[config.mk]
export PLATFORM = sky130hd
export DESIGN_NAME = mips_multicycle_controller
export DESIGN_NICKNAME = d
export VERILOG_FILES = /design/src/rtl/mips_ctrl_pkg.sv /design/src/rtl/mips_ctrl_outdec.sv /design/src/rtl/mips_multicycle_controller.sv
export SDC_FILE = /design/constraint.sdc
export NUM_CORES = 1
export LEC_CHECK = 0
export ABC_AREA = 1
export BUFFER_PORTS_ARGS = -buffer_cell sky130_fd_sc_hd__buf_4
export CAP_MARGIN = 5
export CORE_MARGIN = 2
export CORE_UTILIZATION = 40
export CTS_CLUSTER_DIAMETER = 50
export CTS_CLUSTER_SIZE = 16
export DETAILED_ROUTE_END_ITERATION = 8
export PLACE_DENSITY = 0.72
export SYNTH_ARGS = -nofsm -noshare
export SYNTH_HDL_FRONTEND = slang
export SYNTH_SLANG_ARGS = --single-unit
[constraint.sdc]
create_clock -name clk -period 1.3 [get_ports clk]
set_clock_uncertainty 0.2 [all_clocks]
set_input_delay 0.065 -clock clk [delete_from_list [all_inputs] [get_ports clk]]
set_output_delay 0.065 -clock clk [all_outputs]
set_load 0.01 [all_outputs]
[src/rtl/mips_ctrl_pkg.sv]
// Shared types and encodings for the multicycle MIPS main controller.
// Also holds the DECODE dispatch function used by both the FSM and the output decoder.
package mips_ctrl_pkg;

    localparam int OPC_W = 6;

    typedef enum logic [3:0] {
        FETCH   = 4'd0,
        DECODE  = 4'd1,
        MEMADR  = 4'd2,
        MEMRD   = 4'd3,
        MEMWB   = 4'd4,
        MEMWR   = 4'd5,
        EXECUTE = 4'd6,
        ALUWB   = 4'd7,
        BRANCH  = 4'd8,
        ADDIEX  = 4'd9,
        ORIEX   = 4'd10,
        IMMWB   = 4'd11,
        JUMP    = 4'd12
    } state_t;

    localparam logic [OPC_W-1:0] OP_RTYPE = 6'b000000;
    localparam logic [OPC_W-1:0] OP_LW    = 6'b100011;
    localparam logic [OPC_W-1:0] OP_SW    = 6'b101011;
    localparam logic [OPC_W-1:0] OP_BEQ   = 6'b000100;
    localparam logic [OPC_W-1:0] OP_BNE   = 6'b000101;
    localparam logic [OPC_W-1:0] OP_ADDI  = 6'b001000;
    localparam logic [OPC_W-1:0] OP_ORI   = 6'b001101;
    localparam logic [OPC_W-1:0] OP_J     = 6'b000010;

    localparam logic [1:0] ALU_ADD   = 2'b00;
    localparam logic [1:0] ALU_SUB   = 2'b01;
    localparam logic [1:0] ALU_FUNCT = 2'b10;
    localparam logic [1:0] ALU_OR    = 2'b11;

    localparam logic [1:0] SRCB_REG     = 2'b00;
    localparam logic [1:0] SRCB_FOUR    = 2'b01;
    localparam logic [1:0] SRCB_IMM     = 2'b10;
    localparam logic [1:0] SRCB_IMM_SH2 = 2'b11;

    localparam logic [1:0] PCSRC_ALU    = 2'b00;
    localparam logic [1:0] PCSRC_ALUOUT = 2'b01;
    localparam logic [1:0] PCSRC_JUMP   = 2'b10;

    typedef struct packed {
        logic       mem_read;
        logic       mem_write;
        logic       iord;
        logic       ir_write;
        logic       pc_write;
        logic       branch;
        logic       branch_ne;
        logic       reg_dst;
        logic       mem_to_reg;
        logic       reg_write;
        logic       alu_src_a;
        logic [1:0] alu_src_b;
        logic [1:0] alu_op;
        logic [1:0] pc_src;
        logic       illegal_op;
        logic       busy;
    } ctrl_t;

    localparam int CTRL_W = $bits(ctrl_t);

    // No legal opcode dispatches back to FETCH, so a FETCH result marks an illegal opcode.
    function automatic state_t decode_target(input logic [OPC_W-1:0] op,
                                             input logic en_bne,
                                             input logic en_ori);
        state_t tgt;
        tgt = FETCH;
        case (op)
            OP_LW, OP_SW: tgt = MEMADR;
            OP_RTYPE:     tgt = EXECUTE;
            OP_BEQ:       tgt = BRANCH;
            OP_BNE:       tgt = en_bne ? BRANCH : FETCH;
            OP_ADDI:      tgt = ADDIEX;
            OP_ORI:       tgt = en_ori ? ORIEX : FETCH;
            OP_J:         tgt = JUMP;
            default:      tgt = FETCH;
        endcase
        return tgt;
    endfunction

endpackage

[src/rtl/mips_ctrl_outdec.sv]
// Combinational state-to-control-word decoder for the multicycle MIPS controller.
// Only FETCH (mem_ready), DECODE (illegal_op) and BRANCH (beq/bne select) look beyond the state.
module mips_ctrl_outdec
    import mips_ctrl_pkg::*;
#(
    parameter int EN_BNE = 1,
    parameter int EN_ORI = 1
) (
    input  logic [3:0]        state,
    input  logic [OPC_W-1:0]  opcode,
    input  logic              mem_ready,
    output logic [CTRL_W-1:0] ctrl
);

    state_t st_s;
    ctrl_t  c_s;

    assign st_s = state_t'(state);
    assign ctrl = c_s;

    // Control word per state; unlisted fields stay 0, unreachable encodings give all zeros.
    always_comb begin
        c_s = '0;
        case (st_s)
            FETCH: begin
                c_s.mem_read  = 1'b1;
                c_s.alu_src_b = SRCB_FOUR;
                c_s.alu_op    = ALU_ADD;
                c_s.pc_src    = PCSRC_ALU;
                c_s.ir_write  = mem_ready;
                c_s.pc_write  = mem_ready;
            end
            DECODE: begin
                c_s.busy       = 1'b1;
                c_s.alu_src_b  = SRCB_IMM_SH2;
                c_s.alu_op     = ALU_ADD;
                c_s.illegal_op = (decode_target(opcode, EN_BNE != 0, EN_ORI != 0) == FETCH);
            end
            MEMADR: begin
                c_s.busy      = 1'b1;
                c_s.alu_src_a = 1'b1;
                c_s.alu_src_b = SRCB_IMM;
                c_s.alu_op    = ALU_ADD;
            end
            MEMRD: begin
                c_s.busy     = 1'b1;
                c_s.mem_read = 1'b1;
                c_s.iord     = 1'b1;
            end
            MEMWB: begin
                c_s.busy       = 1'b1;
                c_s.reg_write  = 1'b1;
                c_s.mem_to_reg = 1'b1;
            end
            MEMWR: begin
                c_s.busy      = 1'b1;
                c_s.mem_write = 1'b1;
                c_s.iord      = 1'b1;
            end
            EXECUTE: begin
                c_s.busy      = 1'b1;
                c_s.alu_src_a = 1'b1;
                c_s.alu_src_b = SRCB_REG;
                c_s.alu_op    = ALU_FUNCT;
            end
            ALUWB: begin
                c_s.busy      = 1'b1;
                c_s.reg_write = 1'b1;
                c_s.reg_dst   = 1'b1;
            end
            BRANCH: begin
                c_s.busy      = 1'b1;
                c_s.alu_src_a = 1'b1;
                c_s.alu_src_b = SRCB_REG;
                c_s.alu_op    = ALU_SUB;
                c_s.pc_src    = PCSRC_ALUOUT;
                c_s.branch    = (opcode == OP_BEQ);
                c_s.branch_ne = (EN_BNE != 0) && (opcode == OP_BNE);
            end
            ADDIEX: begin
                c_s.busy      = 1'b1;
                c_s.alu_src_a = 1'b1;
                c_s.alu_src_b = SRCB_IMM;
                c_s.alu_op    = ALU_ADD;
            end
            ORIEX: begin
                c_s.busy      = 1'b1;
                c_s.alu_src_a = 1'b1;
                c_s.alu_src_b = SRCB_IMM;
                c_s.alu_op    = ALU_OR;
            end
            IMMWB: begin
                c_s.busy      = 1'b1;
                c_s.reg_write = 1'b1;
            end
            JUMP: begin
                c_s.busy     = 1'b1;
                c_s.pc_write = 1'b1;
                c_s.pc_src   = PCSRC_JUMP;
            end
            default: c_s = '0;
        endcase
    end

endmodule

[src/rtl/mips_multicycle_controller.sv]
// Multicycle MIPS main controller: state register, next-state logic and reset masking
// of the control word produced by mips_ctrl_outdec.
module mips_multicycle_controller
    import mips_ctrl_pkg::*;
#(
    parameter int OPCODE_W = 6,
    parameter int ALUOP_W  = 2,
    parameter int EN_BNE   = 1,
    parameter int EN_ORI   = 1
) (
    input  logic                clk,
    input  logic                reset,
    input  logic [OPCODE_W-1:0] opcode,
    input  logic                mem_ready,
    output logic                mem_read,
    output logic                mem_write,
    output logic                iord,
    output logic                ir_write,
    output logic                pc_write,
    output logic                branch,
    output logic                branch_ne,
    output logic                reg_dst,
    output logic                mem_to_reg,
    output logic                reg_write,
    output logic                alu_src_a,
    output logic [1:0]          alu_src_b,
    output logic [ALUOP_W-1:0]  alu_op,
    output logic [1:0]          pc_src,
    output logic                illegal_op,
    output logic                busy
);

    state_t             state_q;
    state_t             state_d;
    logic [OPC_W-1:0]   op_s;
    logic [CTRL_W-1:0]  ctrl_raw_s;
    ctrl_t              ctrl_s;

    assign op_s = OPC_W'(opcode);

    // State register; reset drops straight back to FETCH from any state, including memory waits.
    always_ff @(posedge clk or posedge reset) begin
        if (reset) begin
            state_q <= FETCH;
        end else begin
            state_q <= state_d;
        end
    end

    // Next-state logic; the opcode comes from the IR, which holds steady after FETCH.
    always_comb begin
        state_d = FETCH;
        case (state_q)
            FETCH:   state_d = mem_ready ? DECODE : FETCH;
            DECODE:  state_d = decode_target(op_s, EN_BNE != 0, EN_ORI != 0);
            MEMADR: begin
                if (op_s == OP_LW) begin
                    state_d = MEMRD;
                end else if (op_s == OP_SW) begin
                    state_d = MEMWR;
                end else begin
                    state_d = FETCH;
                end
            end
            MEMRD:   state_d = mem_ready ? MEMWB : MEMRD;
            MEMWB:   state_d = FETCH;
            MEMWR:   state_d = mem_ready ? FETCH : MEMWR;
            EXECUTE: state_d = ALUWB;
            ALUWB:   state_d = FETCH;
            BRANCH:  state_d = FETCH;
            ADDIEX:  state_d = IMMWB;
            ORIEX:   state_d = IMMWB;
            IMMWB:   state_d = FETCH;
            JUMP:    state_d = FETCH;
            default: state_d = FETCH;
        endcase
    end

    mips_ctrl_outdec #(
        .EN_BNE (EN_BNE),
        .EN_ORI (EN_ORI)
    ) u_outdec (
        .state     (state_q),
        .opcode    (op_s),
        .mem_ready (mem_ready),
        .ctrl      (ctrl_raw_s)
    );

    // Reset forces FETCH, but FETCH drives mem_read; mask everything while reset is held.
    always_comb begin
        if (reset) begin
            ctrl_s = '0;
        end else begin
            ctrl_s = ctrl_t'(ctrl_raw_s);
        end
    end

    assign mem_read   = ctrl_s.mem_read;
    assign mem_write  = ctrl_s.mem_write;
    assign iord       = ctrl_s.iord;
    assign ir_write   = ctrl_s.ir_write;
    assign pc_write   = ctrl_s.pc_write;
    assign branch     = ctrl_s.branch;
    assign branch_ne  = ctrl_s.branch_ne;
    assign reg_dst    = ctrl_s.reg_dst;
    assign mem_to_reg = ctrl_s.mem_to_reg;
    assign reg_write  = ctrl_s.reg_write;
    assign alu_src_a  = ctrl_s.alu_src_a;
    assign alu_src_b  = ctrl_s.alu_src_b;
    assign alu_op     = ALUOP_W'(ctrl_s.alu_op);
    assign pc_src     = ctrl_s.pc_src;
    assign illegal_op = ctrl_s.illegal_op;
    assign busy       = ctrl_s.busy;

endmodule

After elaboration in Yosys (flattened, before gate mapping) --
Cells that the tools add are included.
Word-level totals: flip-flop bits (word level) 4, input bits 9, output and inout bits 19, logic and storage cells 55
Operators by class: equality and inequality tests 19, muxes and demuxes 23, reductions and logical operators 12
Operators by type and width (count):
- one-hot mux 4 bit (6 select lines) | 2
- one-hot mux 4 bit (7 select lines) | 1
- equality test 4 bit (second input constant) | 5
- two-way mux 19 bit | 1
- equality test 4 x 3 -> 1 bit (second input constant) | 4
- equality test 6 x 3 -> 1 bit (second input constant) | 2
- equality test 6 x 4 -> 1 bit (second input constant) | 2
- equality test 6 bit (second input constant) | 2
- two-way mux 3 bit | 4
- OR reduction 12 bit | 1
- OR reduction 2 bit | 6
- two-way mux 1 bit | 11
- equality test 4 x 2 -> 1 bit (second input constant) | 2
- logical NOT 4 bit | 2
- equality test 6 x 2 -> 1 bit (second input constant) | 1
- logical NOT 6 bit | 1
- OR reduction 5 bit | 1
- equality test 4 x 1 -> 1 bit (second input constant) | 1
- two-way mux 4 bit | 1
- one-hot mux 2 bit (2 select lines) | 1
- OR reduction 3 bit | 1
- two-way mux 2 bit | 1
- one-hot mux 1 bit (2 select lines) | 1

Longest topological paths before layout --
Gate-level depths: netlist (run 1).
word-level depth 7, gate-level depth with buffers 7, depth with buffers taken out 7

Cells and area by module --
A second synthesis (run 1) with hierarchy kept.
Second synthesis, totals: cell total of the unflattened synthesis 168, area total of the unflattened synthesis 802.0 um2
By module, submodules not included:
- mips_multicycle_controller | times used 1, cells each 109, area an instance 558.0 um2, sequential area each 100.1 um2
- mips_ctrl_outdec | times used 1, cells each 59, area an instance 244.0 um2, sequential area each 0.0 um2

Least setup slack after synthesis (run 1) --
Ideal clock, no wire load.
path type register -> output, start point register state_q[1], end point output branch, data arrival time 1042 ps, required time 1035 ps, path slack -7 ps, cell stages (with the launch flop) 6, buffers on the path 0, cells stage by stage dfrtp_1 inv_2 nand2_1 inv_1 nand2_1 nor3_1
On the way: longest elaborated chain between the ends 3
RTL lines:
- from (decl) | line mips_multicycle_controller.sv:33 | state_t state_q;
- from (signal assigned) | line mips_multicycle_controller.sv:46 | state_q <= state_d;
- equality test 4 bit | line mips_ctrl_outdec.sv:24 | case (st_s)
- two-way mux 2 bit | line mips_ctrl_outdec.sv:24
- two-way mux 19 bit | line mips_multicycle_controller.sv:91 | if (reset) begin
- to (decl) | line mips_multicycle_controller.sv:20 | output logic branch,
No other way between the ends.

Worst setup path in the final report (run 1) --
start point register state_q[1], end point output illegal_op
On the way: longest elaborated chain between the ends 3
RTL lines:
- equality test 4 x 1 -> 1 bit | line mips_ctrl_outdec.sv:24
- two-way mux 1 bit | line mips_ctrl_outdec.sv:24
- two-way mux 19 bit | line mips_multicycle_controller.sv:91
- to (decl) | line mips_multicycle_controller.sv:29 | output logic illegal_op,
No other way between the ends.

==> results of run 1 <==
==> stage by stage <==
stage	instance area (µm²)	utilization
3_3_place_gp	893	0.678
5_1_grt	1220	0.928
2_1_floorplan	576	-
3_5_place_dp	893	0.678
4_1_cts	1100	0.836
6_report	1220	0.928
==> power groups by stage <==
stage	clock network (mW)	logic, mW	registers (mW)
floorplan	0	0.185	0.155
global placement	0	0.343	0.157
detailed placement	0	0.346	0.158
CTS	0.154	0.488	0.157
global route	0.167	0.637	0.174
finish	0.152	0.605	0.173
==> final cells by class <==
type,count,area share
timing repair buffer,57,0.377
multi-input combinational,83,0.440
tap,15,0.0154
inverter,18,0.0635
clock buffer,3,0.0184
sequential,4,0.0860
==> critical path: stages, from the launching register on <==
cell and delay [ns]:
dfrtp_2 0.45, inv_4 0.10, nand2_4 0.06, inv_2 0.07, nand2_2 0.07, nor2_1 0.14
nand4_1 0.10, nor2_1 0.11, buf_4 0.12
==> path summary, 6_finish.rpt <==
kind                                  from  depth (start not counted)    endpoint  slack, ns
worst min register to register  state_q[2]                          4  state_q[3]       0.65
worst max register to register  state_q[1]                          8  state_q[0]      -0.28
worst min-delay path             opcode[5]                          4  state_q[2]       0.04
worst max-delay path            state_q[1]                          8  illegal_op      -0.42
max in group asynchronous            reset                          4  state_q[2]       0.46
min in group asynchronous            reset                          4  state_q[0]       0.32
==> routing by layer <==
metal / vias up / global-route usage / wire, µm
met5: - / 0 / 0
met4: 0 / 0.174 / 122
met3: 17 / 0.0609 / 214
met2: 78 / 0.556 / 1660
met1: 504 / 0.316 / 1240
li1: 462 / - / -
==> cells in the final DEF (no fill, tap or decap), types with 5 or more instances in the layout <==
cell type,instances
inv_2,6
buf_6,6
inv_1,8
nor2_1,19
nand2_4,7
nor3_2,5
buf_4,47
nand3_1,11
nand2_2,9
nand2_1,7
==> logic make-up (layout without fill, tap and decap cells) <==
family,Yosys count,in the layout
flip-flops,4,4
buffers and inverters,20,78
AND/OR/NAND/NOR,72,72
AO/OA/AOI/OAI,11,11
==> repair_timing <==
| item | 4_1_cts | 5_1_grt |
|---|---|---|
| hold endpoints to repair | 6 | 0 |
| hold buffers | 4 | 0 |
| gates cloned | 0 | 0 |
| endpoints found under the setup margin | 23 | 23 |
| pin swaps | 9 | 11 |
| setup buffers | 9 | 4 |
| gates resized for setup | 23 | 31 |
==> impl_metrics.toml, run 1 <==
[critical_path]
crit_path_end_kind = "primary output"
worstPathRequired_ns = 1.03
critPathKind = "reg -> out"
crit_fanout = 4
arrival_ns = 1.46
cp-start-kind = "flop"

[yosys]
synth_xor_area_frac = 0
synth_top_area_cell = "dfrtp_1"
muxShareOfSynthArea = 0
synth-adder-area-share = 0
synth_top_cells_by_area = "dfrtp_1 (17%), nor2_1 (13%), nand2_1 (11%)"
yosysWarnings = 0
synth-seq-cells = 4
syn_inst = 107
synth_flop_cell = "dfrtp_1"
synth_compound_area_frac = 0.111
syn_area_um2 = 576
synth.most_common_cell = "nor2_1"
synth-simple-area-share = 0.583
yosysUniqueCellTypes = 22
syn_avg_cell_area_um2 = 5.38
synth_top_family_by_area = "simple AND/OR/NAND/NOR gates"
async_flop_share = 1.00
yosys.area.top_type_share = 0.174
synth_edf_count = 0
synth_fp_nets = 116
yosysSeqAreaShare = 0.174
ys_top_cells_by_count = "nor2_1 (20), nand2_1 (17), inv_1 (11), nand3_1 (11), nor3_1 (8)"

[grt]
grt_pass1_wl_mm = 4.20
grt_usage = 0.304
antenna_found_initial = 0
first_global_vias = 998
grt_max_degree = 18
globalRouteOverflowTotal = 0

[timing]
fmax_ghz = 0.581
timing.final.crit_share = 1.32
fin_ws_ns = -0.422
slew_viol_final = 0
hold_viol_final = 0
whs_ns = 0.0436
min_period_ns = 1.72
setup_tns_ns = -6.66
setup_viol_count_final = 23
worst_pin_slew_ns = 0.282
rsz0062_at_grt = "true"
slew_headroom = 0.812

[pwr]
power_mw = 0.930
p_seq_frac = 0.186
switchingPower_mw = 0.397
leakagePower_nw = 0.636
p_int_mw = 0.534
switching_share = 0.427
cellPowerDensity_nw_per_um2 = 761
pwr-share-comb = 0.651
p_clk_frac = 0.163
ir_drop_uv = 716

[cts]
cts_tree = "yes"
cts.reportedPaths.clkPinSlew_ns = 0.04
clockRootBuffer = "clkbuf_4"
clk_path_buf_depth = 2
clk_latency_ns = 0.23
cts.sinks = 4
cts_buffers = 3
htreeDepth = 1

[flow_run]
cap_violations = 0

[layout]
final_cells = 180
top_register = "state_q"
layout-drive-gt1-share = 0.624
n_fill_cell = 54
fin_nets = 176
area_delta_synth_final_pct = 112
multi_input_area_um2 = 538
largest_register_ffs = 4
seq_area_um2 = 105
reg_top3 = "state_q (4)"
antennaDiodeCount = 0

[place]
port_buffers = 27
dp_cells = 161
pre_cts_ws_ns = -0.145
hpwl_mm = 1.42
finalWeightedCongestion = 0.779

[detailed_routing]
wl_per_cell_um = 18.0
drt-total-wl_mm = 3.24
routed_via_density = 5.89
drc = 0
drt_iter0_markers = 79
ant_nets = 0
firstDrtPassIters = 4
vias = 1061

[die]
die_area_um2 = 1760
io_pins = 28
num_rows = 13
die_h_um = 41.9
die_w_um = 41.9
initial_utilization = 0.437
coreArea_um2 = 1320

[status]
status = "complete, but fails checks"
violations = "negative setup slack"

[worst_hold_path]
worstHoldPathType = "in -> reg"
No activity file was read; power rests on OpenSTA's default activity.
==> inputs of run 2 (changes only) <==
--- a/config.mk
+++ b/config.mk
@@ -8,12 +8,14 @@
 export ABC_AREA = 1
 export BUFFER_PORTS_ARGS = -buffer_cell sky130_fd_sc_hd__buf_4
 export CAP_MARGIN = 5
-export CORE_MARGIN = 2
-export CORE_UTILIZATION = 40
+export CELL_PAD_IN_SITES_DETAIL_PLACEMENT = 0
+export CELL_PAD_IN_SITES_GLOBAL_PLACEMENT = 1
+export CORE_MARGIN = 8
+export CORE_UTILIZATION = 25
 export CTS_CLUSTER_DIAMETER = 50
 export CTS_CLUSTER_SIZE = 16
 export DETAILED_ROUTE_END_ITERATION = 8
-export PLACE_DENSITY = 0.72
+export PLACE_DENSITY = 0.71
 export SYNTH_ARGS = -nofsm -noshare
 export SYNTH_HDL_FRONTEND = slang
 export SYNTH_SLANG_ARGS = --single-unit
==> run 2 against run 1 <==
  * Total power decreased by 7.5%
  * Final area decreased by 1.6%
  * Core utilization decreased by 38 points
  * Sequential power decreased by 6%
  * Combinational power decreased by 10%
  * The run still ends with negative setup slack left
  * Global-route usage decreased by 20 points
  * Setup slack improved by 0.10 ns
  * Clock power about the same
  * Fmax increased by 6.3%
  * Non-clock buffer count decreased by 1
  * Critical path depth decreased by 2
  * Routed wire length decreased by 29%
==> impl_metrics.toml, run 2 (synthesis results as in run 1) <==
[timing]
slew_headroom = 0.843
timing.final.crit_share = 1.25
slew_viol_final = 0
rsz0062_at_grt = "true"
setup_viol_count_final = 23
worst_pin_slew_ns = 0.235
fmax_ghz = 0.617
fin_ws_ns = -0.320
min_period_ns = 1.62
setup_tns_ns = -5.20
hold_viol_final = 0

[cts]
cts.reportedPaths.clkPinSlew_ns = 0.04
htreeDepth = 1
clockRootBuffer = "clkbuf_4"
cts_tree = "yes"
cts_buffers = 3
cts.sinks = 4
clk_path_buf_depth = 2
clk_latency_ns = 0.24

[detailed_routing]
dr.max_layer_used = "met4"
drc = 0
firstDrtPassIters = 4
drt_iter0_markers = 24
wl_met2_mm = 1.18
m1WireLength_um = 967
drt-total-wl_mm = 2.31
dr_wl_met3_um = 96
ant_nets = 0
vias = 908
routed_via_density = 4.73
wl_per_cell_um = 12.0

[layout]
layout_common_cells = "buf_4 (46), nor2_1 (18), nand3_1 (11), nand2_1 (10), inv_1 (8)"
area_delta_synth_final_pct = 109
layout_commonest_cell = "buf_4"
largest_register_ffs = 4
reg_top3 = "state_q (4)"
layout-drive-gt1-share = 0.573
n_fill_cell = 203
top_register = "state_q"
fin_nets = 175
antennaDiodeCount = 0

[place]
pre_cts_ws_ns = -0.155
finalWeightedCongestion = 0.881
port_buffers = 27
hpwl_mm = 1.63

[critical_path]
r2r-end = "state_q[2]"
cpPeakStageDelay_ns = 0.44
critPathKind = "reg -> out"
worstPathRequired_ns = 1.03
cp-start-kind = "flop"
crit_path_end_kind = "primary output"
crit_path_start = "state_q[0]"
crit_fanout = 4
crit_top_cell = "nand2_2"
r2r_slack_ns = -0.18
arrival_ns = 1.35
crit_end = "pc_write"
crit_slowest_cell = "dfrtp_2"
crit_chain = "inv_2 > nand2_2 > nor2_4 > nand2_2 > a21oi_1 > buf_4"
rr_startpoint = "state_q[3]"
reg2reg_depth = 7

[pwr]
power_mw = 0.861
ir_drop_uv = 411
cellPowerDensity_nw_per_um2 = 716
leakagePower_nw = 0.608

[grt]
antenna_found_initial = 0
grt_max_degree = 18
grt_usage = 0.105
first_global_vias = 904
globalRouteOverflowTotal = 0
grt_pass1_wl_mm = 3.58

[die]
die_h_um = 64.0
die_area_um2 = 4090
die_w_um = 64.0
initial_utilization = 0.263
num_rows = 17
io_pins = 28
coreArea_um2 = 2190

[status]
status = "complete, but fails checks"
violations = "negative setup slack"

[worst_hold_path]
min_from = "mem_ready"
worstHoldPathType = "in -> reg"

[flow_run]
cap_violations = 0
run 2: worst min path at each step:
stage	endpoint	slack (ns)	cells past startpoint
final	state_q[2]	0.02	4
after global routing	state_q[2]	0.03	4
after detailed placement	state_q[3]	-0.07	3
after floorplan	state_q[0]	-0.21	2
after global placement	state_q[2]	-0.06	3
after CTS	state_q[2]	0.02	4
run 2: cell type report:
cell class / instances / area (µm²) / share of cell area
Sequential cell: 4 / 105 / 0.0874
Multi-Input combinational cell: 83 / 515 / 0.429
Timing Repair Buffer: 56 / 452 / 0.376
Inverter: 18 / 72.6 / 0.0604
Tap cell: 28 / 35.0 / 0.0291
Clock buffer: 3 / 22.5 / 0.0187
run 2: power breakdown:
group	total (mW)	leakage [nW]	internal (mW)	switching (mW)
registers	0.163	0.0480	0.140	0.0226
clock network	0.155	0.0138	0.103	0.0519
logic	0.543	0.546	0.275	0.267
run 2: critical path: cells and delay by family (launching register included):
| kind | cells | cell delay, ns |
|---|---|---|
| AND/OR/NAND/NOR | 3 | 0.32 |
| buffers and inverters | 2 | 0.24 |
| flip-flops | 1 | 0.44 |
| AO/OA/AOI/OAI | 1 | 0.13 |
run 2: timing repair:
| item | CTS | global route |
|---|---|---|
| gates cloned | 0 | 0 |
| setup buffers | 7 | 3 |
| pin swaps | 12 | 8 |
| endpoints found under the setup margin | 23 | 23 |
| hold endpoints to repair | 6 | 0 |
| hold buffers | 5 | 0 |
| resized for setup | 29 | 14 |
run 2: metrics by stage:
step                hold WS (ns)  utilization  area, µm²  cells
finish                    0.0229        0.549       1200    192
global route              0.0348        0.549       1200    192
floorplan                 -0.206            -        576    107
CTS                       0.0157        0.521       1140    189
global placement         -0.0632        0.419        917    175
detailed placement       -0.0679        0.419        917    175
run 2: routing by layer:
layer | up-vias | GRT usage
li1 | 461 | -
met1 | 416 | 0.108
met2 | 25 | 0.184
met3 | 6 | 0.0209
met4 | 0 | 0.0752
met5 | - | 0
